$ cat src/rtl/plot_arbiter.sv
// plot_arbiter: clears the frame buffer, then serialises pixel writes from three channels to vga_adapter.
// Latency: one cycle from a sampled request to its registered ack and pixel; the sweep emits one pixel per cycle.
// Backpressure: req/ack handshake. Requests are held, not acked, while a clear sweep runs.
// Ports: clk, resetn (async, active-low); clear_req; er_*/hd_*/fd_* request channels (priority er > hd > fd);
//        x/y/colour/plot: registered pixel stream; busy: clear in progress; oob: granted write was dropped.
// Build option: define BORDER_EN to sweep a BORDER_COLOUR frame and to reject writes that target border pixels.
module plot_arbiter #(
    parameter int unsigned WIDTH         = 160,
    parameter int unsigned HEIGHT        = 120,
    parameter logic [2:0]  CLEAR_COLOUR  = 3'b000,
    parameter logic [2:0]  BORDER_COLOUR = 3'b111
) (
    input  logic       clk,
    input  logic       resetn,
    input  logic       clear_req,
    input  logic       er_req,
    output logic       er_ack,
    input  logic [7:0] er_x,
    input  logic [6:0] er_y,
    input  logic       hd_req,
    output logic       hd_ack,
    input  logic [7:0] hd_x,
    input  logic [6:0] hd_y,
    input  logic [2:0] hd_c,
    input  logic       fd_req,
    output logic       fd_ack,
    input  logic [7:0] fd_x,
    input  logic [6:0] fd_y,
    input  logic [2:0] fd_c,
    output logic [7:0] x,
    output logic [6:0] y,
    output logic [2:0] colour,
    output logic       plot,
    output logic       busy,
    output logic       oob
);

    typedef enum logic {ST_CLEAR = 1'b0, ST_SERVE = 1'b1} state_t;

    localparam logic [7:0] X_LAST = 8'(WIDTH - 1);
    localparam logic [6:0] Y_LAST = 7'(HEIGHT - 1);

    state_t     state_q, state_d;
    logic [7:0] sx_q, sx_d;
    logic [6:0] sy_q, sy_d;
    logic       done_q, done_d;     // last sweep pixel already emitted
    logic [7:0] x_q, x_d;
    logic [6:0] y_q, y_d;
    logic [2:0] colour_q, colour_d;
    logic       plot_q, plot_d;
    logic       busy_q, busy_d;
    logic       oob_q, oob_d;
    logic [2:0] ack_q, ack_d;       // bit 0 er, bit 1 hd, bit 2 fd

    logic [2:0] elig;
    logic [2:0] win;
    logic [7:0] gx;
    logic [6:0] gy;
    logic [2:0] gc;
    logic       sweep_border;
    logic       grant_border;
    logic       drop;

`ifdef BORDER_EN
    function automatic logic on_border(input logic [7:0] px, input logic [6:0] py);
        return (px == 8'd0) || (px == X_LAST) || (py == 7'd0) || (py == Y_LAST);
    endfunction
`endif

    // Fixed-priority pick. A channel whose ack is high this cycle is still
    // holding the request it was just granted, so it is masked out.
    always_comb begin
        elig = {fd_req, hd_req, er_req} & ~ack_q;
        win  = 3'b000;
        gx   = er_x;
        gy   = er_y;
        gc   = CLEAR_COLOUR;
        if (elig[0]) begin
            win = 3'b001;
        end else if (elig[1]) begin
            win = 3'b010;
            gx  = hd_x;
            gy  = hd_y;
            gc  = hd_c;
        end else if (elig[2]) begin
            win = 3'b100;
            gx  = fd_x;
            gy  = fd_y;
            gc  = fd_c;
        end
`ifdef BORDER_EN
        sweep_border = on_border(sx_q, sy_q);
        grant_border = on_border(gx, gy);
`else
        sweep_border = 1'b0;
        grant_border = 1'b0;
`endif
        drop = (gx > X_LAST) || (gy > Y_LAST) || grant_border;
    end

    always_comb begin
        state_d  = state_q;
        sx_d     = sx_q;
        sy_d     = sy_q;
        done_d   = done_q;
        x_d      = x_q;
        y_d      = y_q;
        colour_d = colour_q;
        plot_d   = 1'b0;
        busy_d   = busy_q;
        oob_d    = 1'b0;
        ack_d    = 3'b000;
        case (state_q)
            ST_CLEAR: begin
                if (done_q) begin
                    // One idle cycle after the last sweep pixel, then serve.
                    state_d = ST_SERVE;
                    busy_d  = 1'b0;
                    done_d  = 1'b0;
                    sx_d    = '0;
                    sy_d    = '0;
                end else begin
                    plot_d   = 1'b1;
                    x_d      = sx_q;
                    y_d      = sy_q;
                    colour_d = sweep_border ? BORDER_COLOUR : CLEAR_COLOUR;
                    if (sx_q == X_LAST) begin
                        sx_d = '0;
                        if (sy_q == Y_LAST) begin
                            sy_d   = '0;
                            done_d = 1'b1;
                        end else begin
                            sy_d = sy_q + 7'd1;
                        end
                    end else begin
                        sx_d = sx_q + 8'd1;
                    end
                end
            end
            ST_SERVE: begin
                if (clear_req) begin
                    state_d = ST_CLEAR;
                    busy_d  = 1'b1;
                    sx_d    = '0;
                    sy_d    = '0;
                    done_d  = 1'b0;
                end else if (win != 3'b000) begin
                    ack_d = win;
                    if (drop) begin
                        oob_d = 1'b1;
                    end else begin
                        plot_d   = 1'b1;
                        x_d      = gx;
                        y_d      = gy;
                        colour_d = gc;
                    end
                end
            end
            default: state_d = ST_CLEAR;
        endcase
    end

    always_ff @(posedge clk or negedge resetn) begin
        if (!resetn) begin
            state_q  <= ST_CLEAR;
            sx_q     <= '0;
            sy_q     <= '0;
            done_q   <= 1'b0;
            x_q      <= '0;
            y_q      <= '0;
            colour_q <= '0;
            plot_q   <= 1'b0;
            busy_q   <= 1'b1;
            oob_q    <= 1'b0;
            ack_q    <= 3'b000;
        end else begin
            state_q  <= state_d;
            sx_q     <= sx_d;
            sy_q     <= sy_d;
            done_q   <= done_d;
            x_q      <= x_d;
            y_q      <= y_d;
            colour_q <= colour_d;
            plot_q   <= plot_d;
            busy_q   <= busy_d;
            oob_q    <= oob_d;
            ack_q    <= ack_d;
        end
    end

    assign x      = x_q;
    assign y      = y_q;
    assign colour = colour_q;
    assign plot   = plot_q;
    assign busy   = busy_q;
    assign oob    = oob_q;
    assign er_ack = ack_q[0];
    assign hd_ack = ack_q[1];
    assign fd_ack = ack_q[2];

endmodule

$ cat config.mk
export PLATFORM = sky130hd
export DESIGN_NAME = plot_arbiter
export DESIGN_NICKNAME = d
export VERILOG_FILES = /design/src/rtl/plot_arbiter.sv
export SDC_FILE = /design/constraint.sdc
export NUM_CORES = 1
export LEC_CHECK = 0
export BUFFER_PORTS_ARGS = -buffer_cell sky130_fd_sc_hd__buf_2
export CAP_MARGIN = 40
export CORE_MARGIN = 2
export CORE_UTILIZATION = 45
export CTS_CLUSTER_DIAMETER = 50
export CTS_CLUSTER_SIZE = 12
export DETAILED_ROUTE_END_ITERATION = 12
export PLACE_DENSITY_LB_ADDON = 0.25
export SETUP_SLACK_MARGIN = 0.1
export SLEW_MARGIN = 20
export SYNTH_ARGS = -nofsm -noshare
export SYNTH_HDL_FRONTEND = slang
export SYNTH_SLANG_ARGS = --single-unit
$ cat constraint.sdc
create_clock -name clk -period 3.06 [get_ports clk]
set_input_delay 0.612 -clock clk [delete_from_list [all_inputs] [get_ports clk]]
set_output_delay 0.612 -clock clk [all_outputs]
set_load 0.01 [all_outputs]
# --- Word level (Yosys, flattened, before mapping) ---
# Index checks and enable logic that the tools add are counted.
totals:
  reg_bits: 41
  inputBits: 57
  out_inout_bits: 24
  wordCells: 91
classes:
  add_sub_neg: 2
  magnitude_cmp: 2
  eq_ne: 9
  mux: 59
  n_bitwise: 3
  reduce_logical: 5
ops:
  columns: ["operator", "count"]
  rows:
  - ["8-bit two-way mux", 10]
  - ["7-bit two-way mux", 11]
  - ["3-bit two-way mux", 13]
  - ["8-bit one-hot mux with 2 select lines", 2]
  - ["7-bit one-hot mux with 2 select lines", 2]
  - ["1-bit two-way mux", 16]
  - ["2-bit inequality test, second input constant", 5]
  - ["8-bit by 1-bit adder with 8-bit output, second input constant", 1]
  - ["8-bit equality test, second input constant", 1]
  - ["8-bit greater-than comparator, second input constant", 1]
  - ["1-bit one-hot mux with 2 select lines", 4]
  - ["7-bit by 1-bit adder with 7-bit output, second input constant", 1]
  - ["7-bit equality test, second input constant", 1]
  - ["7-bit greater-than comparator, second input constant", 1]
  - ["3-bit one-hot mux with 2 select lines", 1]
  - ["2-bit AND reduction", 2]
  - ["4-bit AND reduction", 1]
  - ["3-bit AND", 1]
  - ["3-bit inequality test, second input constant", 1]
  - ["3-bit NOT", 1]
  - ["3-bit nonzero test", 1]
  - ["2-bit by 1-bit inequality test with 1-bit output, second input constant", 1]
  - ["1-bit logical OR", 1]
  - ["1-bit NOT", 1]

# --- Depth between registers and ports, before layout ---
# Gate-level depths: netlist (run 1).
depth:
  word_depth: 11
  mapped_depth: 8
  depth_no_buf: 7

# --- Worst setup path after synthesis (run 1) ---
# Ideal clock, no wire load.
synth_timing:
  path_kind: "in2reg"
  start: "input port hd_req"
  end: "register colour_q[2] (netlist: colour[2])"
  setup_time_ns: 0.125
  arrival_time_ns: 2.191
  required_ns: 2.935
  setup_slack_ns: 0.744
  cell_stages: 8
  n_path_buf: 2
  path_cell_list: "nor2b_1 > buf_2 > a32oi_1 > a222oi_1 > a32oi_2 > a21oi_4 > buf_12 > mux2_4"
synth_between:
  elab_chain_len: 7
  elab_cells_between_ends: 20
  classes_between: "order compare: 2; eq/ne: 2; mux: 12; bitwise: 1; reduce/logical: 3"
synth_rtl:
  columns: ["element", "line", "rtl"]
  rows:
  - ["start: declaration", "20", "input logic hd_req,"]
  - ["3-bit AND (*)", "73", "elig = {fd_req, hd_req, er_req} & ~ack_q;"]
  - ["8-bit two-way mux (tied with other cells)", "80", "end else if (elig[1]) begin"]
  - ["8-bit two-way mux (tied with other cells)", "78", "if (elig[0]) begin"]
  - ["8-bit greater-than comparator (tied with other cells)", "98", "drop = (gx > X_LAST) || (gy > Y_LAST) || grant_border;"]
  - ["1-bit logical OR or 3-bit two-way mux (tied branches)", "98, 147", null]
  - ["2-bit inequality test (no source line) or 3-bit two-way mux (tied branches)", null, null]
  - ["4-bit AND reduction (no source line) or 3-bit one-hot mux with 2 select lines (tied branches)", null, null]
  - ["end signal: assignment", "183", "colour_q <= colour_d;"]
  - ["end: declaration", "49", "logic [2:0] colour_q, colour_d;"]
# Mark *: on every way between the ends. The rest lies on a longest branch, timed or not. The select of a mux whose other input is x is not followed.
# A chain may end at the register's enable or synchronous reset.

# --- Worst setup path after layout (run 1) ---
layout_timing:
  start: "register ack_q[0]"
  end: "register x_q[4] (netlist: x[4])"
layout_between:
  elab_chain_len: 7
  elab_cells_between_ends: 16
  classes_between: "order compare: 2; eq/ne: 2; mux: 7; bitwise: 2; reduce/logical: 3"
layout_rtl:
  columns: ["element", "line", "rtl"]
  rows:
  - ["start: declaration", "53", "logic [2:0] ack_q, ack_d;"]
  - ["start signal: assignment", "187", "ack_q <= ack_d;"]
  - ["3-bit NOT (*)", "73", null]
  - ["3-bit AND (*)", "73", null]
  - ["8-bit two-way mux or 7-bit two-way mux (tied branches)", "78", null]
  - ["8-bit greater-than comparator (tied with other cells)", "98", null]
  - ["1-bit logical OR or 8-bit two-way mux (tied branches)", "98, 147", null]
  - ["2-bit inequality test (no source line) or 8-bit two-way mux (tied branches)", null, null]
  - ["4-bit AND reduction (no source line) or 8-bit one-hot mux with 2 select lines (tied branches)", null, null]
  - ["end signal: assignment", "169", "x_q <= '0;"]
  - ["end signal: assignment", "181", "x_q <= x_d;"]
  - ["end: declaration", "47", "logic [7:0] x_q, x_d;"]
# Marked as above.

==> reports/metrics.yaml, run 1 <==
tightest_slew_ns: 0.5792
synth_top_area_share_pct: 40.65
grt_pass1_vias: 2260
design_power_total_mw: 1.510
final_hold_viol_count: 0
yosys-top-cells-area: "dfrtp_1 (41%), o21ai_0 (6.5%), mux2_4 (5.5%), o221ai_1 (5.3%), mux2_2 (5.0%)"
yosysMostFrequentCell: "dfrtp_1"
clk_latency_ns: 0.29
ir_drop_v: 0.0002938
drt-total-wl_mm: 6.588
numCtsBuffers: 5
grt_first_pass_wirelength_mm: 10.92
cts_resized: 0
cts_root_buf: "clkbuf_8"
synth_ff_type: "dfrtp_1"
grt_overflow_total: 0
firstDrtPassIters: 4
syn_avg_cell_area_um2: 9.619
drive_gt1_share_pct: 37.54
syn_nets: 315
area_delta_synth_final_pct: 24.69
fmax_mhz: 411.2
synth_top_cell_by_area: "dfrtp_1"
yosys.cell_types.count: 42
wl_met1_mm: 3.027
routed-wl-met3_um: 407
initial_core_util_pct: 47.31
synthCells: 256
synth_edf_count: 0
cp-start-kind: "register"
gp_congestion: 0.9437
cp-end-kind: "register"
grt_max_degree: 33
clk_pin_slew_ns: 0.08
period_needed_ns: 2.432
fin_tns_setup_ns: 0
worstPathCellList: "and2b_1 > o21ai_0 > a222oi_1 > a32oi_2 > a21oi_4 > buf_12 > mux2_2"
finalCritPeriodShare_pct: 79.47
required_ns: 3.24
n_antenna_cell: 0
p_leak_nw: 1.431
synth_common_cells: "dfrtp_1 (40), o21ai_0 (32), nand2_1 (20)"
clock_sinks: 41
max_stage_delay_ns: 0.39
p_switching_mw: 0.4962
crit_slowest_cell: "dfrtp_1"
skew_ns: 0.005918
htreeDepth: 2
antenna_found_initial: 0
setup_viol: 0
power-per-cell-area_nw_per_um2: 491.9
drt-vias-per-instance: 5.513
ioPinCount: 81
p_int_mw: 1.014
cts_tree: "yes"
hold_path_class: "primary input to asynchronous set/reset pin"
grt_use_total_pct: 22.73
rsz0062_at_grt: "false"
p_sw_share_pct: 32.85
dp.final_hpwl_mm: 5.099
p_comb_share_pct: 28.6
antenna_left: 0
drt_iter0_markers: 114
dieArea_um2: 6079
r2r_slack_ns: 0.63
numPortBuffers: 80
ys.warnings.count: 0
core_area_um2: 5205
wl_met2_mm: 3.087
cts_hold_buf: 0
drc_errors: 0
maxSlewViolCount: 0
crit_fanout: 11
die_y_um: 77.97
vias: 2266
fin_nets: 399
cts_buffer_depth: 2
row_count: 26
ys_ff_latch: 41
seq_power_share_pct: 49.1
clock_power_share_pct: 22.3
crit_type: "register to register"
cp_data_arrival_time_ns: 2.61
relSlewSlack_pct: 61.39
post_cts_buffers: 0
max-cap-violations: 0
async_flop_share_pct: 100.0
ys_seq_area_share_pct: 41.72
synth_area_um2: 2462
die_x_um: 77.97
status: "completed"
highest_layer: "met4"
wl_per_cell_um: 16.03
[routing by layer]
metal / vias up / track usage [%]
li1: 1114 / -
met1: 1070 / 31.17
met2: 77 / 36.81
met3: 5 / 4.302
met4: 0 / 6.491
met5: - / 0
[cells by family (layout without fill, tap and decap cells)]
logic type | count (synthesis) | after routing | synth area share (%)
flip-flops | 41 | 41 | 41.72
AO/OA/AOI/OAI | 83 | 83 | 23.98
multiplexers | 22 | 22 | 11.33
AND/OR/NAND/NOR | 74 | 74 | 15.19
adder cells (fa/ha/maj) | 2 | 2 | 1.016
buffers and inverters | 32 | 117 | 6.047
XOR/XNOR | 2 | 2 | 0.7115
[power by group through the flow]
stage / Sequential [mW] / Combinational (mW) / Clock, mW
2_1_floorplan: 0.756 / 0.244 / 0
3_3_place_gp: 0.747 / 0.419 / 0
3_5_place_dp: 0.748 / 0.435 / 0
4_1_cts: 0.740 / 0.436 / 0.353
5_1_grt: 0.760 / 0.491 / 0.372
6_report: 0.741 / 0.432 / 0.337
[registers in the layout (all words and copies together), names as in the netlist, 3 cells and up]
name	flops
y	7
sy_q	7
sx_q	8
colour	3
x	8
ack_q	3
[critical path: cells and delay by family, from the launching register on]
| kind | cells | cell delay, ns |
|---|---|---|
| simple gates | 1 | 0.39 |
| mux | 1 | 0.33 |
| flops | 1 | 0.39 |
| compound gates | 4 | 1.01 |
| buf+inv | 1 | 0.20 |
[area by class of cell]
class,count,area (um2)
clock inverter,2,10.01
inverter,17,63.81
tap,70,87.58
timing repair buffer,92,523.0
multi-input combinational,183,1286
fill,483,2135
sequential,41,1027
clock buffer,6,72.57
[metrics by stage]
step	hold WS (ns)	instance area (um2)	instances	worst slack, ns	utilization (%)
finish	0.3099	3070	411	0.6282	58.99
CTS	0.3232	3070	411	0.6157	58.99
floorplan	0.3164	2462	256	0.7441	-
global placement	0.4833	2960	402	0.4125	56.88
detailed placement	0.4938	2988	403	0.3655	57.40
global route	0.3344	3070	411	0.4828	58.99
[worst paths after layout]
check                         start   end  depth (start not counted)
max                        ack_q[0]  x[4]                          7
min                          resetn  plot                          1
max reg2reg                ack_q[0]  x[4]                          7
min reg2reg                    busy  busy                          2
max in group asynchronous    resetn  y[6]                          2
min in group clk               busy  busy                          2
[placed cells by master, fill, tap and decap left out, drive strengths merged, types with 2 or more instances in the layout]
master,instances
o22ai,3
o41ai,2
clkbuf,6
nor3,6
or2,2
nand2b,6
nor2,15
xnor2,2
o22a,13
nand4,3
a22oi,3
nand3,12
o221ai,15
dfrtp,40
a21oi,6
clkinv,2
nand2,20
o21ai,32
o31ai,3
a31oi,2
ha,2
nor2b,5
nor4,2
buf,92
mux2,20
a32oi,2
inv,17
mux2i,2
(Power assumes the default switching activity.)
==> run 2: changes to the inputs <==
Clock period 3.06 ns to 2 ns, I/O delays scaled along.
==> run 2 against run 1 <==
Compared with the run above: critical path type unchanged; worst setup slack got worse by 0.81 ns; largest cell class unchanged; highest routed layer unchanged; critical path depth did not move; the flow now finishes with violations (setup timing); flip-flop and latch count did not move; sequential share of layout area fell by 2.9 points; clock-buffer cell count rose by 2; hold slack got worse by 0.21 ns.
==> reports/metrics.yaml, run 2 (synthesis results as in run 1) <==
period_needed_ns: 2.181
gp_congestion: 0.8311
grt_pass1_vias: 2415
p_sw_share_pct: 32.70
grt_use_total_pct: 23.99
numPortBuffers: 80
p_int_mw: 1.660
antenna_found_initial: 0
drt-total-wl_mm: 7.291
rsz0062_at_grt: "true"
cp-end-kind: "register"
finalCritPeriodShare_pct: 109.0
row_count: 26
die_x_um: 77.97
drt_iter0_markers: 125
p_leak_nw: 1.558
final_common_cell: "buf_2"
die_y_um: 77.97
skew_ns: 0.008107
core_area_um2: 5205
cts_tree: "yes"
setup_viol: 18
stdcell_count: 433
clock_sinks: 41
clk_pin_slew_ns: 0.08
cp-start-kind: "register"
power-per-cell-area_nw_per_um2: 734.9
dieArea_um2: 6079
violations: "setup timing"
cts_root_buf: "clkbuf_8"
grt_max_degree: 32
ioPinCount: 81
clock_power_share_pct: 22.5
p_comb_share_pct: 31.4
final_hold_viol_count: 0
cts_hold_buf: 0
wl_per_cell_um: 16.84
drt-vias-per-instance: 5.640
clk_latency_ns: 0.29
vias: 2442
fmax_mhz: 458.5
drive_gt1_share_pct: 44.08
crit_type: "register to register"
tightest_slew_ns: 0.5709
max-cap-violations: 0
relSlewSlack_pct: 61.94
ir_drop_v: 0.0006260
antenna_left: 0
crit_fanout: 10
maxSlewViolCount: 0
drc_errors: 0
numCtsBuffers: 5
required_ns: 2.17
status: "complete, but fails checks"
initial_core_util_pct: 47.31
htreeDepth: 2
cp_data_arrival_time_ns: 2.35
fin_ws_ns: -0.1809
fin_tns_setup_ns: -2.657
dpl.cell_count: 418
seq_power_share_pct: 46.1
area_delta_synth_final_pct: 36.33
fin_nets: 421
cts_buffer_depth: 2
firstDrtPassIters: 5
grt_first_pass_wirelength_mm: 11.53
final_cell_mix: "buf_2 (80), dfrtp_1 (40), buf_4 (29)"
fill_cells: 446
dp.final_hpwl_mm: 5.266
p_switching_mw: 0.8067
hold_path_class: "primary input to asynchronous set/reset pin"
n_antenna_cell: 0
grt_overflow_total: 0
[run 2: per-layer routing]
metal / share of wire (%) / track usage (%)
met3: 5.3 / 5.233
met4: 1.5 / 8.070
met2: 49 / 39.57
met5: 0 / 0
met1: 44 / 31.27
[run 2: path summary, 6_finish.rpt]
| kind | from | endpoint | slack (ns) | cells after the start |
|---|---|---|---|---|
| hold reg to reg | y[1] | y[1] | 0.51 | 1 |
| hold / removal | resetn | colour[2] | 0.1 | 1 |
| min in group clk | clear_req | busy | 0.37 | 3 |
| max in group asynchronous | resetn | busy | 1.31 | 2 |
| setup reg to reg | ack_q[2] | x[4] | -0.18 | 7 |
| setup / recovery | ack_q[2] | x[4] | -0.18 | 7 |
[run 2: repair_timing]
| action | CTS | global route |
|---|---|---|
| setup buffers | 0 | 6 |
| pin swaps | 1 | 10 |
| resized for setup | 1 | 23 |
| setup endpoints to repair | 20 | 25 |
| gates cloned | 0 | 1 |
[run 2: layout make-up]
class                           instances  area, um2  share of cell area, %
Inverter                               17      63.81                  1.901
Timing Repair Buffer                  114      700.7                  20.87
Sequential cell                        41       1027                  30.60
Multi-Input combinational cell        183       1388                  41.33
Tap cell                               70      87.58                  2.609
Clock buffer                            8      90.09                  2.684
[run 2: worst max-delay path, cell delays in order (launching register included)]
cell,delay (ns)
dfrtp_1,0.44
nand2b_4,0.19
mux2i_1,0.14
a222oi_1,0.42
a32oi_2,0.14
a21oi_4,0.22
buf_12,0.17
mux2_2,0.33
[run 2: stage by stage]
stage | total power, mW | utilization, % | hold WS, ns | area, um2 | setup slack, ns
floorplan | 1.531 | - | 0.1044 | 2470 | -0.1429
global route | 2.631 | 64.50 | 0.1165 | 3357 | -0.2544
CTS | 2.415 | 61.59 | 0.1148 | 3206 | -0.1703
finish | 2.467 | 64.50 | 0.09536 | 3357 | -0.1809
detailed placement | 1.854 | 59.81 | 0.4296 | 3113 | -0.2297
global placement | 1.818 | 59.81 | 0.4245 | 3113 | -0.1539
[run 2: power by group through the flow]
stage / Combinational [mW] / Sequential (mW) / Clock [mW]
2_1_floorplan: 0.374 / 1.16 / 0
3_3_place_gp: 0.681 / 1.14 / 0
3_5_place_dp: 0.716 / 1.14 / 0
4_1_cts: 0.720 / 1.13 / 0.569
5_1_grt: 0.866 / 1.16 / 0.608
6_report: 0.774 / 1.14 / 0.556
==> run 3: changes to the inputs <==
Clock period 2 ns to 1.7 ns, I/O delays scaled along.
==> run 3 against run 2 <==
Compared with the run above: the run still ends with setup timing left; worst setup slack got worse by 0.27 ns; sequential share of layout area decreased by 1.9 points; total power grew 26%; final cell count rose by 4.4%; non-clock buffer count is 20 higher; critical path depth did not move; fmax grew 1.5%; flip-flop and latch count unchanged; hold slack improved by 0.015 ns; critical path type unchanged.
==> reports/metrics.yaml, run 3 (synthesis results as in run 1) <==
place_ws_ns: -0.4850
row_count: 26
ioPinCount: 81
wl_per_cell_um: 17.04
rsz0062_at_grt: "true"
initial_core_util_pct: 47.31
status: "complete, but fails checks"
cp-end-kind: "register"
clk_latency_ns: 0.29
crit_fanout: 9
hold_path_class: "primary input to asynchronous set/reset pin"
grt_first_pass_wirelength_mm: 12.79
grt_use_total_pct: 26.57
antenna_found_initial: 0
drt-total-wl_mm: 7.703
required_ns: 1.87
setup_viol: 20
dpl.cell_count: 441
die_x_um: 77.97
dp.final_hpwl_mm: 5.609
cts_tree: "yes"
numCtsBuffers: 5
final_area_um2: 3577
drc_errors: 0
dieArea_um2: 6079
n_antenna_cell: 0
antenna_left: 0
cts_hold_buf: 0
final_hold_viol_count: 0
skew_ns: 0.01028
crit_type: "register to register"
grt_overflow_total: 0
numPortBuffers: 80
worstPathCellList: "nand2b_4 > mux2i_1 > a222oi_1 > a32oi_2 > a21oi_4 > buf_12 > mux2_2"
stdcell_count: 452
grt_max_degree: 42
relSlewSlack_pct: 63.58
drt-vias-per-instance: 5.558
final_cell_mix: "buf_2 (80), buf_4 (50), dfrtp_1 (40)"
htreeDepth: 2
firstDrtPassIters: 4
dpl-instance-area_um2: 3306
grt_pass1_vias: 2580
maxSlewViolCount: 0
worstSetupPathDepth: 7
power-per-cell-area_nw_per_um2: 871.0
post-route-util_pct: 68.73
violations: "setup timing"
design_power_total_mw: 3.116
cp-start-kind: "register"
clock_sinks: 41
area_delta_synth_final_pct: 45.27
core_area_um2: 5205
drt_iter0_markers: 125
r2r_cells: 7
fmax_mhz: 465.6
period_needed_ns: 2.148
holdWs_ns: 0.1101
clk_pin_slew_ns: 0.08
cts_root_buf: "clkbuf_8"
finalCritPeriodShare_pct: 126.3
cp_num_buf_inv: 1
max_stage_delay_ns: 0.43
max-cap-violations: 0
tightest_slew_ns: 0.5463
crit_slowest_cell: "dfrtp_1"
crit_family: "compound AO/OA/AOI/OAI gates"
cp_data_arrival_time_ns: 2.32
ir_drop_v: 0.0005566
drive_gt1_share_pct: 50.79
fin_tns_setup_ns: -7.688
die_y_um: 77.97
fin_ws_ns: -0.4478
p_leak_nw: 1.671
gp_congestion: 0.8511
fin_nets: 441
vias: 2512
final_common_cell: "buf_2"
cts_buffer_depth: 2
## run 3: metal layers
layer	global-route usage (%)	up-vias	routed length [um]	share of wire (%)
met1	34.53	1208	3309	43
met5	0	-	0	0
met3	3.953	11	397	5.2
li1	-	1201	-	-
met2	46.64	92	3909	51
met4	6.316	0	87	1.1
## run 3: path summary, 6_finish.rpt
path,from,to,slack (ns)
setup / recovery,ack_q[2],y[2],-0.45
hold / removal,resetn,sx_q[0],0.11
setup reg to reg,ack_q[2],y[2],-0.45
hold reg to reg,busy,busy,0.50
max in group asynchronous,resetn,y[2],1.21
min in group clk,clear_req,busy,0.30
## run 3: final cells by class
cell class,count,area (um2)
timing repair buffer,134,838.3
tap,70,87.58
multi-input combinational,183,1456
sequential,41,1027
clock buffer,5,68.82
fill,418,1628
inverter,17,63.81
clock inverter,2,35.03
## run 3: power breakdown
group	internal (mW)	total [mW]	switching [mW]	leakage, nW
Clock	0.427	0.755	0.328	0.0540
Combinational	0.528	1.04	0.516	1.08
Sequential	1.16	1.32	0.154	0.536
Total	2.12	3.12	0.997	1.67
## run 3: worst register-to-register path, delay by kind of cell (launching register included)
| kind | cells | cell delay [ns] |
|---|---|---|
| muxes | 2 | 0.48 |
| buffers and inverters | 1 | 0.16 |
| and+or+nand+nor | 1 | 0.18 |
| AOI/OAI and AO/OA | 3 | 0.77 |
| DFF | 1 | 0.43 |
## run 3: timing repair
item	4_1_cts	5_1_grt
pin swaps	6	7
setup endpoints to repair	27	31
setup buffers	4	3
gates resized for setup	18	15
